## src/rtl/tx_datapath.sv

```systemverilog
// tx_datapath: one-byte holding buffer plus frame shifter feeding a serial TXD line.
//   CLK      in  system clock, all state on posedge
//   RESET    in  asynchronous active-low reset
//   DIN      in  host data byte
//   WR       in  host write strobe
//   CLR_FLG  in  clears OVERRUN and UNDERRUN
//   INCARCA  in  controller load strobe (wins over DEPL)
//   DEPL     in  controller shift strobe
//   TXD      out registered serial line, idle high
//   NUM12    out bit counter == FRAME_LEN
//   BUF_FULL out holding buffer occupied
//   OVERRUN  out sticky lost-write flag
//   UNDERRUN out sticky load-with-empty-buffer flag
module tx_datapath #(
  parameter int DATA_W     = 8,
  parameter bit PARITY_ODD = 1'b0
) (
  input  logic              CLK,
  input  logic              RESET,
  input  logic [DATA_W-1:0] DIN,
  input  logic              WR,
  input  logic              CLR_FLG,
  input  logic              INCARCA,
  input  logic              DEPL,
  output logic              TXD,
  output logic              NUM12,
  output logic              BUF_FULL,
  output logic              OVERRUN,
  output logic              UNDERRUN
);
  localparam int FRAME_LEN = DATA_W + 4;
  localparam int CW = $clog2(FRAME_LEN + 1);
  localparam logic [CW-1:0] CNT_FULL = CW'(FRAME_LEN);
  localparam logic [CW-1:0] CNT_ONE = CW'(1);
  logic [DATA_W-1:0] buf_q, buf_d, load_data;
  logic [FRAME_LEN-1:0] shreg_q, shreg_d, frame;
  logic [CW-1:0] cnt_q, cnt_d;
  logic buf_full_q, buf_full_d;
  logic overrun_q, overrun_d;
  logic underrun_q, underrun_d;
  logic active_q, active_d;
  logic txd_q, txd_d;
  logic have_data, can_shift, parity;
  always_comb begin
    have_data  = buf_full_q | WR;
    // A full buffer always feeds the frame first; a same-cycle write then refills it.
    load_data  = buf_full_q ? buf_q : DIN;
    parity     = PARITY_ODD ? ~^load_data : ^load_data;
    frame      = have_data ? {2'b11, parity, load_data, 1'b0} : '1;
    can_shift  = DEPL & (cnt_q < CNT_FULL);
    shreg_d    = INCARCA ? frame : can_shift ? {1'b1, shreg_q[FRAME_LEN-1:1]} : shreg_q;
    cnt_d      = INCARCA ? '0 : can_shift ? cnt_q + CNT_ONE : cnt_q;
    active_d   = INCARCA | (active_q & (cnt_d != CNT_FULL));
    txd_d      = active_d ? shreg_d[0] : 1'b1;
    buf_full_d = WR ? (buf_full_q | ~INCARCA) : (buf_full_q & ~INCARCA);
    buf_d      = (WR & (~buf_full_q | INCARCA)) ? DIN : buf_q;
    // Set conditions take precedence over CLR_FLG.
    overrun_d  = (WR & buf_full_q & ~INCARCA) | (overrun_q & ~CLR_FLG);
    underrun_d = (INCARCA & ~have_data) | (underrun_q & ~CLR_FLG);
  end
  always_ff @(posedge CLK or negedge RESET) begin
    if (!RESET) begin
      buf_q      <= '0;
      buf_full_q <= 1'b0;
      shreg_q    <= '1;
      cnt_q      <= CNT_FULL;
      active_q   <= 1'b0;
      txd_q      <= 1'b1;
      overrun_q  <= 1'b0;
      underrun_q <= 1'b0;
    end else begin
      buf_q      <= buf_d;
      buf_full_q <= buf_full_d;
      shreg_q    <= shreg_d;
      cnt_q      <= cnt_d;
      active_q   <= active_d;
      txd_q      <= txd_d;
      overrun_q  <= overrun_d;
      underrun_q <= underrun_d;
    end
  end
  assign TXD      = txd_q;
  assign NUM12    = (cnt_q == CNT_FULL);
  assign BUF_FULL = buf_full_q;
  assign OVERRUN  = overrun_q;
  assign UNDERRUN = underrun_q;
endmodule

```

## config.mk

```make
export PLATFORM = sky130hd
export DESIGN_NAME = tx_datapath
export DESIGN_NICKNAME = d
export VERILOG_FILES = /design/src/rtl/tx_datapath.sv
export SDC_FILE = /design/constraint.sdc
export NUM_CORES = 1
export LEC_CHECK = 0
export CORE_ASPECT_RATIO = 0.5
export CORE_MARGIN = 2
export CORE_UTILIZATION = 35
export DETAILED_ROUTE_END_ITERATION = 8
export GPL_TIMING_DRIVEN = 0
export HOLD_SLACK_MARGIN = 0.1
export PLACE_DENSITY = 0.57
export RECOVER_POWER = 25
export SLEW_MARGIN = 30
export SYNTH_ARGS = -nofsm -noshare
export SYNTH_HDL_FRONTEND = slang
export SYNTH_SLANG_ARGS = --single-unit
```

## constraint.sdc

```tcl
create_clock -name CLK -period 1.7 [get_ports CLK]
set_clock_uncertainty 0.15 [all_clocks]
set_input_delay 0.17 -clock CLK [delete_from_list [all_inputs] [get_ports CLK]]
set_output_delay 0.17 -clock CLK [all_outputs]
set_load 0.03 [all_outputs]
```

After elaboration in Yosys (flattened, before gate mapping) --
Index checks and enable logic that the tools add are counted. W data, S select, Z words.
Storage, ports and cells: bits in read-only memories 0, latch bits 0, output and inout bits 5, memories 0, logic and storage cells 42, bits in writable memories 0, flip-flop bits (word level) 29, input bits 14
Cells by class: multiplexer cells 8, order comparisons 1, $mul 0, bitwise operators 19, reduce and logical (&&, ||, !) cells 2, add/subtract/negate cells 1, shift-type cells 0, equal/unequal tests 2, div/mod/pow operators 0
Operators with widths (number):
- $mux W12 | 2
- $mux W10 | 1
- $and A1 B1 Y1 | 9
- $mux W4 | 2
- $mux W8 | 1
- $reduce_xor A8 Y1 | 1
- $or A1 B1 Y1 | 6
- $add A4 B1 Y4 const B | 1
- $eq A4 B4 Y1 const B | 1
- $lt A4 B4 Y1 const B | 1
- $ne A4 B4 Y1 const B | 1
- $not A1 Y1 | 4
- $mux W1 | 2
- $reduce_bool A2 Y1 | 1

Logic depth before layout (Yosys ltp) --
Gate-level depths: netlist (run 1).
depth in word-level cells 8, depth in mapped cells 7

Worst setup path after synthesis (run 1) --
OpenSTA, ideal clock, no wires.
kind flip-flop to flip-flop, start point reg buf_full_q, in the netlist BUF_FULL, end point reg buf_q[0], arrival 1433 ps, path buffers 1, stages on the path, launching flop included 5, path slack -7 ps, setup time 125 ps, cell sequence dfrtp_1 -> buf_6 -> inv_1 -> o21ai_2 -> mux2_2
Between the ends: cells in the longest elaborated chain, start to end 3
Ends and longest elaborated chain:
- start, declared | line 38 | logic buf_full_q, buf_full_d;
- start signal, assigned | line 73 | buf_full_q <= buf_full_d;
- $not A1 Y1 | line 56 | buf_d = (WR & (~buf_full_q | INCARCA)) ? DIN : buf_q;
- $or A1 B1 Y1 | line 56
- $and A1 B1 Y1 | line 56
- end signal, assigned | line 72 | buf_q <= buf_d;
- end, declared | line 35 | logic [DATA_W-1:0] buf_q, buf_d, load_data;
No other way between the ends. A chain may end at the register's enable or synchronous reset.

Worst setup path after layout (run 1) --
start point in DEPL, end point reg txd_q, in the netlist TXD
Between the ends: elaborated cells between the ends (all ways) 9, classes of those cells 1 x eq/ne; 5 x mux; 3 x bitwise
RTL lines:
- start, declared | line 24 | input logic DEPL,
- $and A1 B1 Y1 | line 50 | can_shift = DEPL & (cnt_q < CNT_FULL);
- $mux W12 (2 in series) | line 51 | shreg_d = INCARCA ? frame : can_shift ? {1'b1, shreg_q[FRAME_LEN-1:1]} : shreg_q;
- named net shreg_d[0] | line 36 | logic [FRAME_LEN-1:0] shreg_q, shreg_d, frame;
- $mux W1 | line 54 | txd_d = active_d ? shreg_d[0] : 1'b1;
- named net txd_d | line 42 | logic txd_q, txd_d;
- end signal, assigned | line 77 | txd_q <= txd_d;
- end, declared | line 42
The timed path passes the listed nets, and every way through them passes these cells. The select of a mux whose other input is x is not followed.

==> results of run 1 <==
==> how the worst max path moves through the flow <==
stage | startpoint | end | slack [ns]
after floorplan | BUF_FULL | buf_q[0] | -0.007
after CTS | cnt_q[0] | NUM12 | -0.04
after global routing | cnt_q[0] | TXD | -0.04
after detailed placement | DEPL | TXD | -0.34
after global placement | DEPL | TXD | -0.35
final | DEPL | TXD | 0.01
==> repair_timing <==
item	CTS	global route
hold buffers	1	0
pin swaps	3	3
gates resized for setup	8	9
setup buffers	1	4
endpoints found under the setup margin	11	9
hold endpoints to repair	14	0
==> final cells by class <==
class	count	area, µm²
fillers	389	2100
flip-flops and latches	29	744
clock buffers	6	72.6
clock inverters	2	10.0
multi-input cells	101	736
repair buffers	23	219
inverters	5	22.5
plain buffers	6	33.8
well taps	54	67.6
==> cells by family after synthesis <==
kind of cell               after synthesis  synth area share (%)
adders and majority gates                2                  1.67
muxes                                   14                  10.1
and+or+nand+nor                         35                  12.3
DFF                                     29                  49.7
AOI/OAI and AO/OA                       39                  16.4
xor gates and xnor gates                11                  6.43
buffers and inverters                   11                  3.43
==> routing by layer <==
layer | up-vias | wire length [µm] | GRT usage, % | share of wire, %
met3 | 8 | 97 | 4.05 | 3.1
li1 | 546 | - | - | -
met5 | - | 0 | 0 | 0
met4 | 0 | 78 | 9.15 | 2.5
met1 | 525 | 1620 | 20.2 | 51
met2 | 13 | 1350 | 20.7 | 43
==> power groups by stage <==
stage / logic (µW) / clock network, µW / registers, µW
after floorplan: 262 / 0 / 890
after global placement: 399 / 0 / 879
after detailed placement: 401 / 0 / 884
after CTS: 408 / 573 / 873
after global routing: 459 / 614 / 884
final: 417 / 559 / 874
==> cells in the final DEF (no fill, tap or decap), drive strengths merged, types with 3 or more instances in the layout <==
cell type,netlist,final
a21oi,11,11
nor2,6,6
clkdlybuf4s50,0,14
mux2,9,9
a21o,3,3
mux2i,5,5
o21ai,12,12
inv,5,4
clkbuf,3,10
dfstp,15,15
nor2b,9,9
dfrtp,14,14
xor2,7,7
nand2b,4,4
nand2,10,10
a211oi,6,6
xnor2,4,4
buf,3,9
==> per-stage QoR <==
step	cell area [µm²]	TNS [ns]	hold slack, ns	utilization, %
floorplan	1500	-0.0577	-0.276	-
global placement	1740	-5.74	0.310	43.3
detailed placement	1730	-2.82	0.0850	43.2
CTS	1850	-0.0416	0.159	46.3
global route	1910	-0.0758	0.201	47.6
finish	1910	0	0.187	47.6
==> registers in the layout (all words and copies together) (netlist names) <==
| register | count |
|---|---|
| shreg_q | 12 |
| buf_q | 8 |
| cnt_q | 4 |
| BUF_FULL | 1 |
| OVERRUN | 1 |
| TXD | 1 |
| UNDERRUN | 1 |
| active_q | 1 |
==> out/metrics.cfg, run 1 <==
[pwr]
p_total_uw = 1850
clockPowerShare_pct = 30.2
netSwitchingFraction_pct = 29.3
combPwrFrac_pct = 22.5
power.leakage_uw = 0.000766
p_switching_uw = 541
power.density_nw_per_um2 = 971
peakVddDrop_mv = 0.315
seq_power_share_pct = 47.2
p_int_uw = 1310

[sta]
fmax_mhz = 593
relSlewSlack_pct = 52.7
rsz0062_at_grt = yes
slew_viol_final = 0
period_share_pct = 99.3
tightest_slew_ns = 0.710
period_needed_ns = 1.69
setup_ws_ns = 0.0124
setup_viol = 0
hold_viol_final = 0

[hold_path]
hold_end = cnt_q[3]
hold_path_class = in2reg
min_from = INCARCA
holdPathStages = 2

[synth]
yosysWarnings = 0
synth_area_leaders = dfstp_2, dfrtp_1, mux2_2
synth_edf_count = 0
avgSynthCellArea_um2 = 10.6
synth.cell_area_um2 = 1500
synth_top_area_share_pct = 26.3
ys_seq_area_share_pct = 49.7
syn_inst = 141
synthArstFlopShare_pct = 100
synth_most_common_cell = dfstp_2
synth-seq-cells = 29
synth_top_cell_by_area = dfstp_2
syn_nets = 157
netlist-cell-type-count = 33
synth_common_cells = dfstp_2, dfrtp_1, a21oi_1
yosys_most_used_dff = dfstp_2

[worst_setup_path]
start_kind = input port
crit_type = in2reg
critPathMaxFanout = 6
cp.depth = 5
crit_path_top_delay_cell = clkdlybuf4s50_1
ff2ff_path_depth = 5
reg2reg_slack_ns = 0.01
critPathCaptureType = register
reg2reg_to = TXD
path_buf_inv = 1
cp_cell_sequence = clkdlybuf4s50_1, a21boi_4, mux2_2, o21a_1, nand2b_1
worst_ep_required_time_ns = 1.77
r2r_start = cnt_q[2]
cp.arrival_ns = 1.76
cpPeakStageDelay_ns = 0.60
critPathTopFamily = buffers and inverters

[floorplan]
die_w_um = 96.5
rows = 16
die_area_um2 = 4850
ioPinCount = 19
start_util_pct = 37.4
die_h_um = 50.3
coreArea_um2 = 4000

[cts]
cts_buffer_depth = 2
cts_tree = built
cts_root_buf = clkbuf_8
clkTransAtPathRegs_ns = 0.07
h-tree-depth = 2
clock_latency_ns = 0.29
cts_sinks = 29
cts_made_buffers = 5

[route]
drcViolationCount = 0
antenna_left = 0
num_vias = 1092
vias_per_cell = 4.83
wl_per_cell_um = 13.9
totalWireLength_mm = 3.14
drt_iter0_drc = 54
first_pass_iters = 4

[grt]
grt_max_degree = 30
grt_pass1_vias = 1082
gr-total-overflow = 0
antenna_found_initial = 0
track_usage_pct = 14.8
grt_pass1_wl_mm = 5.20

[finish]
fin_cells = 226
area_growth_pct = 27.2
fin_nets = 187
drive_gt1_share_pct = 29.7
diodes = 0

[job]
drv_cap = 0

[placement]
place_ws_ns = -0.339
dp_cells = 212
port_buffers = 17
hpwl_mm = 2.09
routabilityCongestion = 0.759

[outcome]
status = finished, final reports clean

(Power assumes the default switching activity.)
==> run 2, diff against run 1 <==
--- a/config.mk
+++ b/config.mk
@@ -13,6 +13,8 @@
 export HOLD_SLACK_MARGIN = 0.1
 export PLACE_DENSITY = 0.57
 export RECOVER_POWER = 25
+export REMOVE_ABC_BUFFERS = 1
+export SETUP_SLACK_MARGIN = 0.05
 export SLEW_MARGIN = 30
 export SYNTH_ARGS = -nofsm -noshare
 export SYNTH_HDL_FRONTEND = slang
==> out/metrics.cfg, run 2 (synthesis results as in run 1) <==
[hold_path]
holdPathStages = 3  ; +1
hold_path_class = in2reg
min_from = DEPL
hold_end = cnt_q[2]

[finish]
drive_gt1_share_pct = 32.4  ; +2.7 points
largest_reg_flops = 12  ; unchanged
area_growth_pct = 31.2
diodes = 0  ; unchanged
fin_cells = 227  ; +0.44%
largest-register = shreg_q
fin_nets = 188  ; +0.53%
top_regs = shreg_q x12, buf_q x8, cnt_q x4
layout_common_cells = dfstp_2, dfrtp_1
mostFrequentLayoutCell = dfstp_2
postLayoutCellArea_um2 = 1970  ; +3.2%

[route]
antenna_left = 0  ; unchanged
drt_iter0_drc = 56  ; +3.7%
vias_per_cell = 4.85  ; +0.29%
first_pass_iters = 4  ; unchanged
totalWireLength_mm = 3.12  ; -0.70%
wl_per_cell_um = 13.7  ; -1.1%
drcViolationCount = 0  ; unchanged
num_vias = 1100  ; +0.73%

[sta]
hold_ws_ns = 0.233  ; +0.0460 ns
setup_ws_ns = 0.0363  ; +0.0239 ns
tightest_slew_ns = 0.711  ; +0.00159 ns
slew_viol_final = 0  ; unchanged
hold_viol_final = 0  ; unchanged
rsz0062_at_grt = yes
relSlewSlack_pct = 52.6  ; -0.11 points
period_share_pct = 97.9  ; -1.4 points
fmax_mhz = 601  ; +1.4%
period_needed_ns = 1.66  ; -0.0239 ns
setup_viol = 0  ; unchanged

[pwr]
power.leakage_uw = 0.000818  ; +6.8%
power.density_nw_per_um2 = 1040  ; +7.6%
peakVddDrop_mv = 0.348  ; +10%
p_total_uw = 2050  ; +11%

[worst_setup_path]
start_kind = register
worst_ep_required_time_ns = 1.78  ; about the same
crit_path_top_delay_cell = dfrtp_1
crit_type = reg2reg
path_buf_inv = 0  ; -1
critPathCaptureType = register
cpPeakStageDelay_ns = 0.41  ; -0.19 ns
cp.arrival_ns = 1.74  ; -0.02 ns
reg2reg_to = TXD
critPathMaxFanout = 3  ; -3
r2r_start = cnt_q[1]
ff2ff_path_depth = 6  ; +1
cp-startpoint = cnt_q[1]
reg2reg_slack_ns = 0.04  ; +0.02 ns
cp_cell_sequence = ha_2, or3b_1, a21oi_2, o211ai_1, a21o_1, nand2b_1
critPathTopFamily = simple AND/OR/NAND/NOR gates

[placement]
port_buffers = 18  ; +1
place_ws_ns = -0.747  ; -0.408 ns
dpl_cell_area_um2 = 1710  ; -1.3%
dp_cells = 207  ; -2.4%
hpwl_mm = 1.89  ; -9.7%
routabilityCongestion = 0.703  ; -7.4%

[floorplan]
rows = 16  ; unchanged
ioPinCount = 19  ; unchanged
start_util_pct = 37.4  ; unchanged
coreArea_um2 = 4000  ; unchanged
die_h_um = 50.3  ; unchanged
die_area_um2 = 4850  ; unchanged
die_w_um = 96.5  ; unchanged

[grt]
grt_pass1_vias = 1102  ; +1.8%
grt_pass1_wl_mm = 5.26  ; +1.1%
track_usage_pct = 14.7  ; -0.078 points
gr-total-overflow = 0  ; unchanged
antenna_found_initial = 0  ; unchanged
grt_max_degree = 30  ; unchanged

[outcome]
status = finished, final reports clean

[cts]
clkTransAtPathRegs_ns = 0.06  ; about the same
cts_sinks = 29  ; unchanged
cts_tree = built
h-tree-depth = 2  ; unchanged
cts_root_buf = clkbuf_8
clock_latency_ns = 0.28  ; about the same
cts_buffer_depth = 2  ; unchanged
cts_made_buffers = 5  ; unchanged

[job]
drv_cap = 0  ; unchanged

-- run 2: power by group --
| group | internal [µW] | switching [µW] | leakage [µW] |
|---|---|---|---|
| logic | 219 | 207 | 0.000437 |
| registers | 816 | 64.4 | 0.000323 |
| clock network | 477 | 269 | 0.0000585 |
| total | 1510 | 541 | 0.000818 |
-- run 2: worst max-delay path by stage --
stage	end	depth (start not counted)	slack, ns
after floorplan	buf_q[0]	3	-0.28
after global placement	shreg_q[7]	4	-0.79
after detailed placement	shreg_q[7]	4	-0.75
after CTS	BUF_FULL	2	0.03
after global routing	TXD	6	-0.06
final	TXD	6	0.04
-- run 2: worst register-to-register path, cell delays in order, from the launching register on --
cell and delay [ns]:
dfrtp_1 0.41, ha_2 0.20, or3b_1 0.36, a21oi_2 0.14, o211ai_1 0.11, a21o_1 0.18, nand2b_1 0.07
-- run 2: per-layer routing --
layer  global-route usage (%)  routed length [µm]
met1                     18.7                1550
met2                     22.7                1390
met3                     4.50                 118
met4                     7.75                  63
met5                        0                   0
-- run 2: repair_timing --
item                                    in CTS  in global routing
cloned                                       0                  0
pin swaps                                    3                  3
endpoints found under the hold margin       14                  0
endpoints found under the setup margin      26                 22
hold buffers                                 1                  0
setup buffers                               10                  1
resized for setup                           18                 12
-- run 2: final cells by class --
class / instances / area, µm²
Clock inverter: 1 / 30.0
Multi-Input combinational cell: 101 / 741
Sequential cell: 29 / 746
Tap cell: 54 / 67.6
Timing Repair Buffer: 30 / 274
Inverter: 5 / 21.3
Clock buffer: 7 / 86.3
Fill cell: 384 / 2040
-- run 2: stage by stage --
stage | setup TNS (ns) | util, %
2_1_floorplan | -2.47 | -
3_3_place_gp | -16.10 | 42.8
3_5_place_dp | -13.35 | 42.7
4_1_cts | 0 | 48.2
5_1_grt | -0.0852 | 49.1
6_report | 0 | 49.1
